<file path="src/rtl/ctrl_flow_sequencer.sv">
// ============================================================================
// Module   : ctrl_flow_sequencer
// Purpose  : Control-step sequencer for instruction fetch, jal, jr, branch and
//            halt, with configurable memory wait states during fetch.
// Options  : SEQ_RETIRE_COUNT_EN adds the retired-instruction counter output.
// Revision : 1.0 - initial release
// ============================================================================
`default_nettype none

module ctrl_flow_sequencer #(
    parameter int BITS       = 32,
    parameter int OP_BITS    = 5,
    parameter int READ_WAIT  = 0,
    parameter int COUNT_BITS = 16
) (
    input  logic                  clk,
    input  logic                  reset,
    input  logic                  run,
    input  logic [BITS-1:0]       ir,
    input  logic                  con,
    output logic                  PCout,
    output logic                  MDRout,
    output logic                  RZout,
    output logic                  Cout,
    output logic                  Rout,
    output logic                  PCin,
    output logic                  IRin,
    output logic                  MDRin,
    output logic                  MARin,
    output logic                  RYin,
    output logic                  RZin,
    output logic                  CONin,
    output logic                  Rin,
    output logic                  Gra,
    output logic                  Grb,
    output logic                  Read,
    output logic                  IncPC,
    output logic                  ADD,
    output logic                  halted,
    output logic                  illegal,
    output logic [3:0]            step
`ifdef SEQ_RETIRE_COUNT_EN
    ,
    output logic [COUNT_BITS-1:0] instr_count
`endif
);

    typedef enum logic [3:0] {
        S_IDLE = 4'd0,
        S_T0   = 4'd1,
        S_T1   = 4'd2,
        S_T2   = 4'd3,
        S_T3   = 4'd4,
        S_T4   = 4'd5,
        S_T5   = 4'd6,
        S_T6   = 4'd7,
        S_HALT = 4'd15
    } state_t;

    localparam logic [OP_BITS-1:0] c_OP_JR   = OP_BITS'(5'b10100);
    localparam logic [OP_BITS-1:0] c_OP_JAL  = OP_BITS'(5'b10011);
    localparam logic [OP_BITS-1:0] c_OP_BR   = OP_BITS'(5'b10010);
    localparam logic [OP_BITS-1:0] c_OP_HALT = OP_BITS'(5'b11011);
    localparam logic [3:0]         c_READ_WAIT = 4'(READ_WAIT);

    state_t      r_state;
    logic [3:0]  r_wait;
    logic        r_is_jal;

    logic [OP_BITS-1:0] w_op;
    logic               w_is_jr;
    logic               w_is_jal;
    logic               w_is_br;
    logic               w_is_halt;
    logic               w_read_done;
    logic               w_retire;
    logic [BITS-OP_BITS-1:0] w_unused_ir;

    assign w_op        = ir[BITS-1 -: OP_BITS];
    assign w_unused_ir = ir[BITS-OP_BITS-1:0];
    assign w_is_jr     = (w_op == c_OP_JR);
    assign w_is_jal    = (w_op == c_OP_JAL);
    assign w_is_br     = (w_op == c_OP_BR);
    assign w_is_halt   = (w_op == c_OP_HALT);
    assign w_read_done = (r_wait == c_READ_WAIT);

    // JR and unsupported opcodes finish in T3, JAL in T4, BR in T6.
    assign w_retire = ((r_state == S_T3) && !w_is_jal && !w_is_br && !w_is_halt)
                   || ((r_state == S_T4) && r_is_jal)
                   ||  (r_state == S_T6);

    always_ff @(posedge clk or negedge reset) begin
        if (!reset) begin
            r_state  <= S_IDLE;
            r_wait   <= 4'd0;
            r_is_jal <= 1'b0;
        end else begin
            case (r_state)
                S_IDLE: if (run) r_state <= S_T0;
                S_T0: begin
                    r_state <= S_T1;
                    r_wait  <= 4'd0;
                end
                S_T1: begin
                    if (w_read_done) r_state <= S_T2;
                    else             r_wait  <= r_wait + 4'd1;
                end
                S_T2: r_state <= S_T3;
                S_T3: begin
                    r_is_jal <= w_is_jal;
                    if (w_is_jal || w_is_br) r_state <= S_T4;
                    else if (w_is_halt)      r_state <= S_HALT;
                    else                     r_state <= run ? S_T0 : S_IDLE;
                end
                S_T4: begin
                    if (r_is_jal) r_state <= run ? S_T0 : S_IDLE;
                    else          r_state <= S_T5;
                end
                S_T5:   r_state <= S_T6;
                S_T6:   r_state <= run ? S_T0 : S_IDLE;
                S_HALT: r_state <= S_HALT;
                default: r_state <= S_IDLE;
            endcase
        end
    end

    // Strobes decode straight off the state register; T3 needs the freshly
    // loaded IR and T6 needs the live CON flag, so they cannot be pre-registered.
    always_comb begin
        PCout   = 1'b0;
        MDRout  = 1'b0;
        RZout   = 1'b0;
        Cout    = 1'b0;
        Rout    = 1'b0;
        PCin    = 1'b0;
        IRin    = 1'b0;
        MDRin   = 1'b0;
        MARin   = 1'b0;
        RYin    = 1'b0;
        RZin    = 1'b0;
        CONin   = 1'b0;
        Rin     = 1'b0;
        Gra     = 1'b0;
        Grb     = 1'b0;
        Read    = 1'b0;
        IncPC   = 1'b0;
        ADD     = 1'b0;
        halted  = 1'b0;
        illegal = 1'b0;
        case (r_state)
            S_T0: begin
                PCout = 1'b1;
                MARin = 1'b1;
                IncPC = 1'b1;
                RZin  = 1'b1;
            end
            S_T1: begin
                Read  = 1'b1;
                MDRin = 1'b1;
                RZout = w_read_done;
                PCin  = w_read_done;
            end
            S_T2: begin
                MDRout = 1'b1;
                IRin   = 1'b1;
            end
            S_T3: begin
                if (w_is_jr) begin
                    Gra  = 1'b1;
                    Rout = 1'b1;
                    PCin = 1'b1;
                end else if (w_is_jal) begin
                    PCout = 1'b1;
                    Grb   = 1'b1;
                    Rin   = 1'b1;
                end else if (w_is_br) begin
                    Gra   = 1'b1;
                    Rout  = 1'b1;
                    CONin = 1'b1;
                end else if (!w_is_halt) begin
                    illegal = 1'b1;
                end
            end
            S_T4: begin
                if (r_is_jal) begin
                    Gra  = 1'b1;
                    Rout = 1'b1;
                    PCin = 1'b1;
                end else begin
                    PCout = 1'b1;
                    RYin  = 1'b1;
                end
            end
            S_T5: begin
                Cout = 1'b1;
                ADD  = 1'b1;
                RZin = 1'b1;
            end
            S_T6: begin
                RZout = 1'b1;
                PCin  = con;
            end
            S_HALT: halted = 1'b1;
            default: ;
        endcase
    end

    assign step = r_state;

`ifdef SEQ_RETIRE_COUNT_EN
    logic [COUNT_BITS-1:0] r_count;

    always_ff @(posedge clk or negedge reset) begin
        if (!reset)        r_count <= '0;
        else if (w_retire) r_count <= r_count + COUNT_BITS'(1);
    end

    assign instr_count = r_count;
`else
    logic [COUNT_BITS-1:0] w_unused_count;
    logic                  w_unused_retire;

    assign w_unused_count  = '0;
    assign w_unused_retire = w_retire;
`endif

endmodule

`default_nettype wire
</file>
<file path="config.mk">
export PLATFORM = sky130hd
export DESIGN_NAME = ctrl_flow_sequencer
export DESIGN_NICKNAME = d
export VERILOG_FILES = /design/src/rtl/ctrl_flow_sequencer.sv
export SDC_FILE = /design/constraint.sdc
export NUM_CORES = 1
export LEC_CHECK = 0
export BUFFER_PORTS_ARGS = -buffer_cell sky130_fd_sc_hd__buf_2
export CAP_MARGIN = 30
export CELL_PAD_IN_SITES_DETAIL_PLACEMENT = 0
export CELL_PAD_IN_SITES_GLOBAL_PLACEMENT = 2
export CORE_MARGIN = 2
export CORE_UTILIZATION = 19
export DETAILED_ROUTE_END_ITERATION = 10
export GPL_TIMING_DRIVEN = 1
export PLACE_DENSITY = 0.86
export SLEW_MARGIN = 10
export SYNTH_ARGS = -nofsm -noshare
export SYNTH_HDL_FRONTEND = slang
export SYNTH_SLANG_ARGS = --single-unit
export TNS_END_PERCENT = 30
</file>
<file path="constraint.sdc">
create_clock -name clk -period 2.4 [get_ports clk]
set_input_delay 0.48 -clock clk [delete_from_list [all_inputs] [get_ports clk]]
set_output_delay 0.48 -clock clk [all_outputs]
set_load 0.05 [all_outputs]
</file>
==> flow_summary_export.csv, run 1 <==
group,metric,value,unit
critical_path,cp_max_fo,3,
sta,slew_headroom,61.92,%
sta,fmax,405.0,MHz
logic_synthesis,synth.net_count,140,
route,wl_per_cell,12.30,µm
sta,period_needed,2.469,ns
global_routing,grt-ovfl-total,0,
logic_synthesis,synthMuxAreaShare,1.415,%
logic_synthesis,synth_cell_types,39,
critical_path,crit_arrival,1.99,ns
flow_run,cap_violations,0,
logic_synthesis,syn_area,795.8,µm²
logic_synthesis,yosysTopAreaCell,"dfrtp_1",
power,cellPowerDensity,1293,nW/µm²
global_routing,grt_pass1_vias,797,
floorplanning,rows,23,
cts,clockBufferDepth,2,
logic_synthesis,synth-adder-area-share,3.145,%
power,leakage,0.5527,nW
logic_synthesis,synth_simple_gate_area_share,32.23,%
route,drtIter0Drc,33,
floorplanning,start_util,19.75,%
critical_path,start_kind,"flip-flop",
logic_synthesis,synth_top_cell_area_share,28.30,%
hold_path,hold_class,"primary input to asynchronous set/reset pin",
cells_and_area,drive_above_1_share,42.34,%
logic_synthesis,synthTopCellsByArea,"dfrtp_1, buf_4, nand2_1, a21oi_1, inv_1",
placed_design,detailed_place_hpwl,1792,µm
critical_path,r2r_slack,0.71,ns
cts,clkTransAtPathRegs,0.05,ns
global_routing,grt_pass1_wl,3732,µm
status,outcome,"complete, but fails checks",
power,ir_drop,0.4382,mV
floorplanning,die-width,68.72,µm
cts,cts_buffers,3,
floorplanning,die_area,4722,µm²
logic_synthesis,yosys_warnings,0,
cts,cts_root_buffer,"clkbuf_8",
logic_synthesis,yosysSeqAreaShare,28.30,%
logic_synthesis,synth_seq_cells,9,
logic_synthesis,synth_edf_count,0,
route,drc,0,
route,first_pass_iters,4,
route,totalWireLength,2301,µm
sta,finalSetupViolCount,3,
sta,holdWs,0.09600,ns
logic_synthesis,synth_top_family_by_area,"simple AND/OR/NAND/NOR gates",
critical_path,required,1.92,ns
sta,fin_ws,-0.06907,ns
sta,hold_viol,0,
floorplanning,die_h,68.72,µm
route,ant_nets,0,
logic_synthesis,synth_common_cells,"nand2_1, dfrtp_1, inv_1, nor2_1",
status,violations,"setup timing",
placed_design,io_buffers,32,
cts,clk_latency,0.23,ns
floorplanning,ioPinCount,60,
logic_synthesis,syn_avg_cell_area,7.802,µm²
cts,cts_tree,"yes",
sta,drv_slew,0,
logic_synthesis,postSynthCellCount,102,
cells_and_area,fillCellCount,449,
global_routing,grt_max_degree,15,
sta,fin_crit_sh,102.9,%
cts,htree_levels,1,
sta,rsz0062_at_grt,"true",
route,vias,885,
logic_synthesis,yosysMostFrequentCell,"nand2_1",
global_routing,antenna_found_initial,0,
cells_and_area,diodes,0,
logic_synthesis,synthFlopType,"dfrtp_1",
logic_synthesis,synth_compound_area_share,20.75,%
logic_synthesis,async_reset_ff_share,100.0,%
cts,cts.sinks,9,
sta,skew,0.002427,ns
cells_and_area,final_nets,176,
placed_design,gp_congestion,0.7742,
sta,worstMarginPinSlew,0.5697,ns
cts,cts_setup_buffers,0,
sta,setup_tns,-0.08687,ns
cells_and_area,areaGrowthSynthToFinish,46.54,%
power,power.total,1.508,mW
route,viasPerCell,4.733,
floorplanning,coreArea,4029,µm²
critical_path,path_class,"flip-flop to primary output",
logic_synthesis,synthXorXnorAreaFrac,3.302,%
global_routing,track_usage,10.40,%
critical_path,end_kind,"primary output",
[sequential cells by signal (all words and copies together) (netlist names)]
signal,flops
r_wait,4
step,4
r_is_jal,1
[through the flow]
step / utilization [%] / instance area (µm²) / worst slack (ns) / cells
floorplan: - / 850.8 / -0.3039 / 102
global placement: 26.83 / 1081 / 0.04468 / 183
detailed placement: 26.83 / 1081 / 0.04233 / 183
CTS: 28.66 / 1155 / -0.07892 / 187
global route: 28.94 / 1166 / -0.1186 / 187
finish: 28.94 / 1166 / -0.06907 / 187
[repair_timing]
item | CTS | global route
endpoints found under the setup margin | 5 | 6
hold buffers | 0 | 0
endpoints found under the hold margin | 0 | 0
pin swaps | 2 | 1
resized for setup | 9 | 3
[path summary, 6_finish.rpt]
check                                       from               endpoint  cells after the start
hold / removal                             reset  r_wait[2]$_DFFE_PN0P_                      1
setup / recovery             step[3]$_DFFE_PN0P_                  CONin                      5
min in group clk           r_wait[3]$_DFFE_PN0P_  r_wait[3]$_DFFE_PN0P_                      2
hold reg to reg            r_wait[3]$_DFFE_PN0P_  r_wait[3]$_DFFE_PN0P_                      2
setup reg to reg             step[2]$_DFFE_PN0P_  r_wait[3]$_DFFE_PN0P_                      5
max in group asynchronous                  reset    step[3]$_DFFE_PN0P_                      1
[kinds of logic (layout without fill, tap and decap cells)]
logic type / count (synthesis) / count (layout)
buffers and inverters: 17 / 52
muxes: 1 / 1
AOI/OAI and AO/OA: 25 / 25
adders and majority gates: 2 / 2
DFF: 9 / 9
xor gates and xnor gates: 3 / 3
and+or+nand+nor: 45 / 45
[routing by layer]
metal | global-route usage, % | part of all wire [%] | vias to the layer above
met1 | 14.86 | 48 | 420
met2 | 15.75 | 46 | 31
met5 | 0 | 0 | -
met4 | 2.941 | 0 | 0
met3 | 2.110 | 6.6 | 0
li1 | - | - | 434
[report_power, final]
group	internal, mW	leakage [nW]	total (mW)	switching [mW]
clock	0.116	0.0228	0.176	0.0601
combinational	0.308	0.412	1.12	0.809
sequential	0.185	0.117	0.215	0.0301
[critical path, stage by stage, from the launching register on]
cell and delay [ns]:
dfrtp_2 0.39, nand2b_4 0.14, or3_4 0.33, or4b_4 0.53, nor3b_4 0.19, buf_6 0.18
[layout make-up]
class                           count  area [µm²]  area share [%]
Inverter                            7       26.28           2.253
Clock buffer                        4       45.04           3.863
Timing Repair Buffer               41       254.0           21.78
Multi-Input combinational cell     76       550.5           47.21
Tap cell                           50       62.56           5.365
Sequential cell                     9       227.7           19.53
[placed cells by master, fill, tap and decap left out, types with 2 or more instances in the layout]
cell / Yosys / final
o21ai_0: 5 / 4
clkbuf_4: 0 / 2
buf_2: 0 / 26
nand2b_1: 2 / 2
dfrtp_2: 0 / 2
nand4_1: 3 / 3
dfrtp_1: 9 / 7
a21o_1: 2 / 2
buf_4: 6 / 10
clkbuf_8: 0 / 3
o22ai_1: 2 / 2
buf_6: 0 / 3
nor3_1: 5 / 3
nand3_1: 4 / 4
a21oi_1: 6 / 6
nor2_1: 7 / 6
inv_1: 7 / 7
nor2b_1: 2 / 2
nand2_1: 12 / 12
xor2_1: 3 / 3
ha_1: 2 / 2
Note: power is estimated with default switching activity, not from simulation.
==> inputs of run 2 (changes only) <==
--- a/config.mk
+++ b/config.mk
@@ -13,6 +13,7 @@
 export CORE_UTILIZATION = 19
 export DETAILED_ROUTE_END_ITERATION = 10
 export GPL_TIMING_DRIVEN = 1
+export HOLD_SLACK_MARGIN = 0.15
 export PLACE_DENSITY = 0.86
 export SLEW_MARGIN = 10
 export SYNTH_ARGS = -nofsm -noshare
==> flow_summary_export.csv, run 2 (synthesis results as in run 1) <==
group,metric,value,unit
status,outcome,"complete, but fails checks",
status,violations,"setup timing",
floorplanning,die_area,4722,µm²
route,viasPerCell,4.729,
sta,slew_headroom,61.92,%
cts,htree_levels,1,
route,totalWireLength,2308,µm
hold_path,hold_class,"flip-flop to flip-flop",
route,wl_per_cell,12.28,µm
flow_run,cap_violations,0,
global_routing,track_usage,10.40,%
critical_path,crit_arrival,1.99,ns
placed_design,io_buffers,32,
floorplanning,rows,23,
placed_design,detailed_place_hpwl,1792,µm
global_routing,antenna_found_initial,0,
critical_path,r2r_start,"step[2]$_DFFE_PN0P_",
sta,rsz0062_at_grt,"true",
critical_path,start_kind,"flip-flop",
route,vias,889,
placed_design,dp_cells,183,
placed_design,dp_slack,0.04233,ns
cts,cts_buffers,3,
sta,fmax,405.0,MHz
cells_and_area,seq_area,227.7,µm²
floorplanning,die-width,68.72,µm
route,drc,0,
sta,fin_ws,-0.06916,ns
global_routing,grt_pass1_wl,3732,µm
critical_path,end_kind,"primary output",
sta,worstMarginPinSlew,0.5697,ns
cells_and_area,drive_above_1_share,42.03,%
floorplanning,start_util,19.75,%
cells_and_area,diodes,0,
hold_path,hp-start,"r_wait[3]$_DFFE_PN0P_",
critical_path,cp_max_fo,3,
cts,clockBufferDepth,2,
floorplanning,coreArea,4029,µm²
placed_design,gp_congestion,0.7742,
cts,cts_tree,"yes",
cts,clkTransAtPathRegs,0.05,ns
route,first_pass_iters,4,
cells_and_area,final_cell_mix,"buf_2, nand2_1, buf_4, inv_1, dfrtp_1",
critical_path,path_class,"flip-flop to primary output",
floorplanning,die_h,68.72,µm
global_routing,grt_max_degree,15,
cells_and_area,areaGrowthSynthToFinish,47.80,%
sta,finalSetupViolCount,3,
sta,fin_crit_sh,102.9,%
cts,cts.sinks,9,
route,ant_nets,0,
route,drtIter0Drc,27,
sta,period_needed,2.469,ns
power,ir_drop,0.4383,mV
global_routing,grt_pass1_vias,797,
global_routing,grt-ovfl-total,0,
cells_and_area,fillCellCount,448,
sta,hold_viol,0,
cells_and_area,multi_input_area,550.5,µm²
critical_path,required,1.92,ns
cells_and_area,stdcell_count,188,
cells_and_area,final_core_utilization,29.19,%
sta,holdWs,0.5564,ns
floorplanning,ioPinCount,60,
cts,clk_latency,0.23,ns
critical_path,critPathLaunch,"step[3]$_DFFE_PN0P_",
power,cellPowerDensity,1284,nW/µm²
sta,drv_slew,0,
cts,cts_root_buffer,"clkbuf_8",
cells_and_area,layout_commonest_cell,"buf_2",
power,leakage,0.5569,nW
cells_and_area,final_nets,177,
sta,skew,0.002417,ns
## run 2: cell types whose count changed in the layout (fill, tap and decap cells not counted)
cell           previous run  this run
dlygate4sd3_1             0         1
## run 2: worst max-delay path, cell delays in order, from the launching register on
cell and delay (ns):
dfrtp_2 0.39, nand2b_4 0.14, or3_4 0.33, or4b_4 0.53, nor3b_4 0.19, buf_6 0.18
## run 2: worst paths after layout
check / cells after the start / end / slack, ns
setup / recovery: 5 / CONin / -0.07
min in group asynchronous: 2 / r_wait[2]$_DFFE_PN0P_ / 0.64
hold / removal: 2 / r_wait[3]$_DFFE_PN0P_ / 0.56
hold reg to reg: 2 / r_wait[3]$_DFFE_PN0P_ / 0.56
max in group asynchronous: 2 / step[3]$_DFFE_PN0P_ / 1.55
setup reg to reg: 5 / r_wait[3]$_DFFE_PN0P_ / 0.71
## run 2: what timing repair did
action / 4_1_cts / 5_1_grt
buffers inserted: 0 / 0
endpoints found under the setup margin: 5 / 6
resized for setup: 9 / 3
pin swaps: 2 / 1
hold buffers: 1 / 0
endpoints found under the hold margin: 9 / 0
## run 2: per-layer routing
layer | vias up | track usage (%) | share of wire (%)
li1 | 435 | - | -
met3 | 0 | 2.110 | 6.5
met1 | 423 | 14.86 | 48
met4 | 0 | 2.941 | 0
met5 | - | 0 | 0
met2 | 31 | 15.75 | 46
## run 2: cell type report
cell class,count,area share [%]
timing repair buffer,42,22.45
multi-input combinational,76,46.81
sequential,9,19.36
clock buffer,4,3.830
tap,50,5.319
inverter,7,2.234
## run 2: power by group
| group | switching [mW] | total, mW | leakage, nW | internal (mW) |
|---|---|---|---|---|
| clock | 0.0601 | 0.176 | 0.0228 | 0.116 |
| combinational | 0.810 | 1.12 | 0.417 | 0.309 |
| sequential | 0.0301 | 0.215 | 0.117 | 0.185 |
## run 2: stage by stage
step	TNS [ns]	instance area [µm²]	power [mW]
after global placement	0	1081	1.308
after global routing	-0.2208	1176	1.604
after floorplan	-1.945	850.8	1.083
after CTS	-0.1185	1165	1.501
final	-0.08713	1176	1.510
after detailed placement	0	1081	1.307
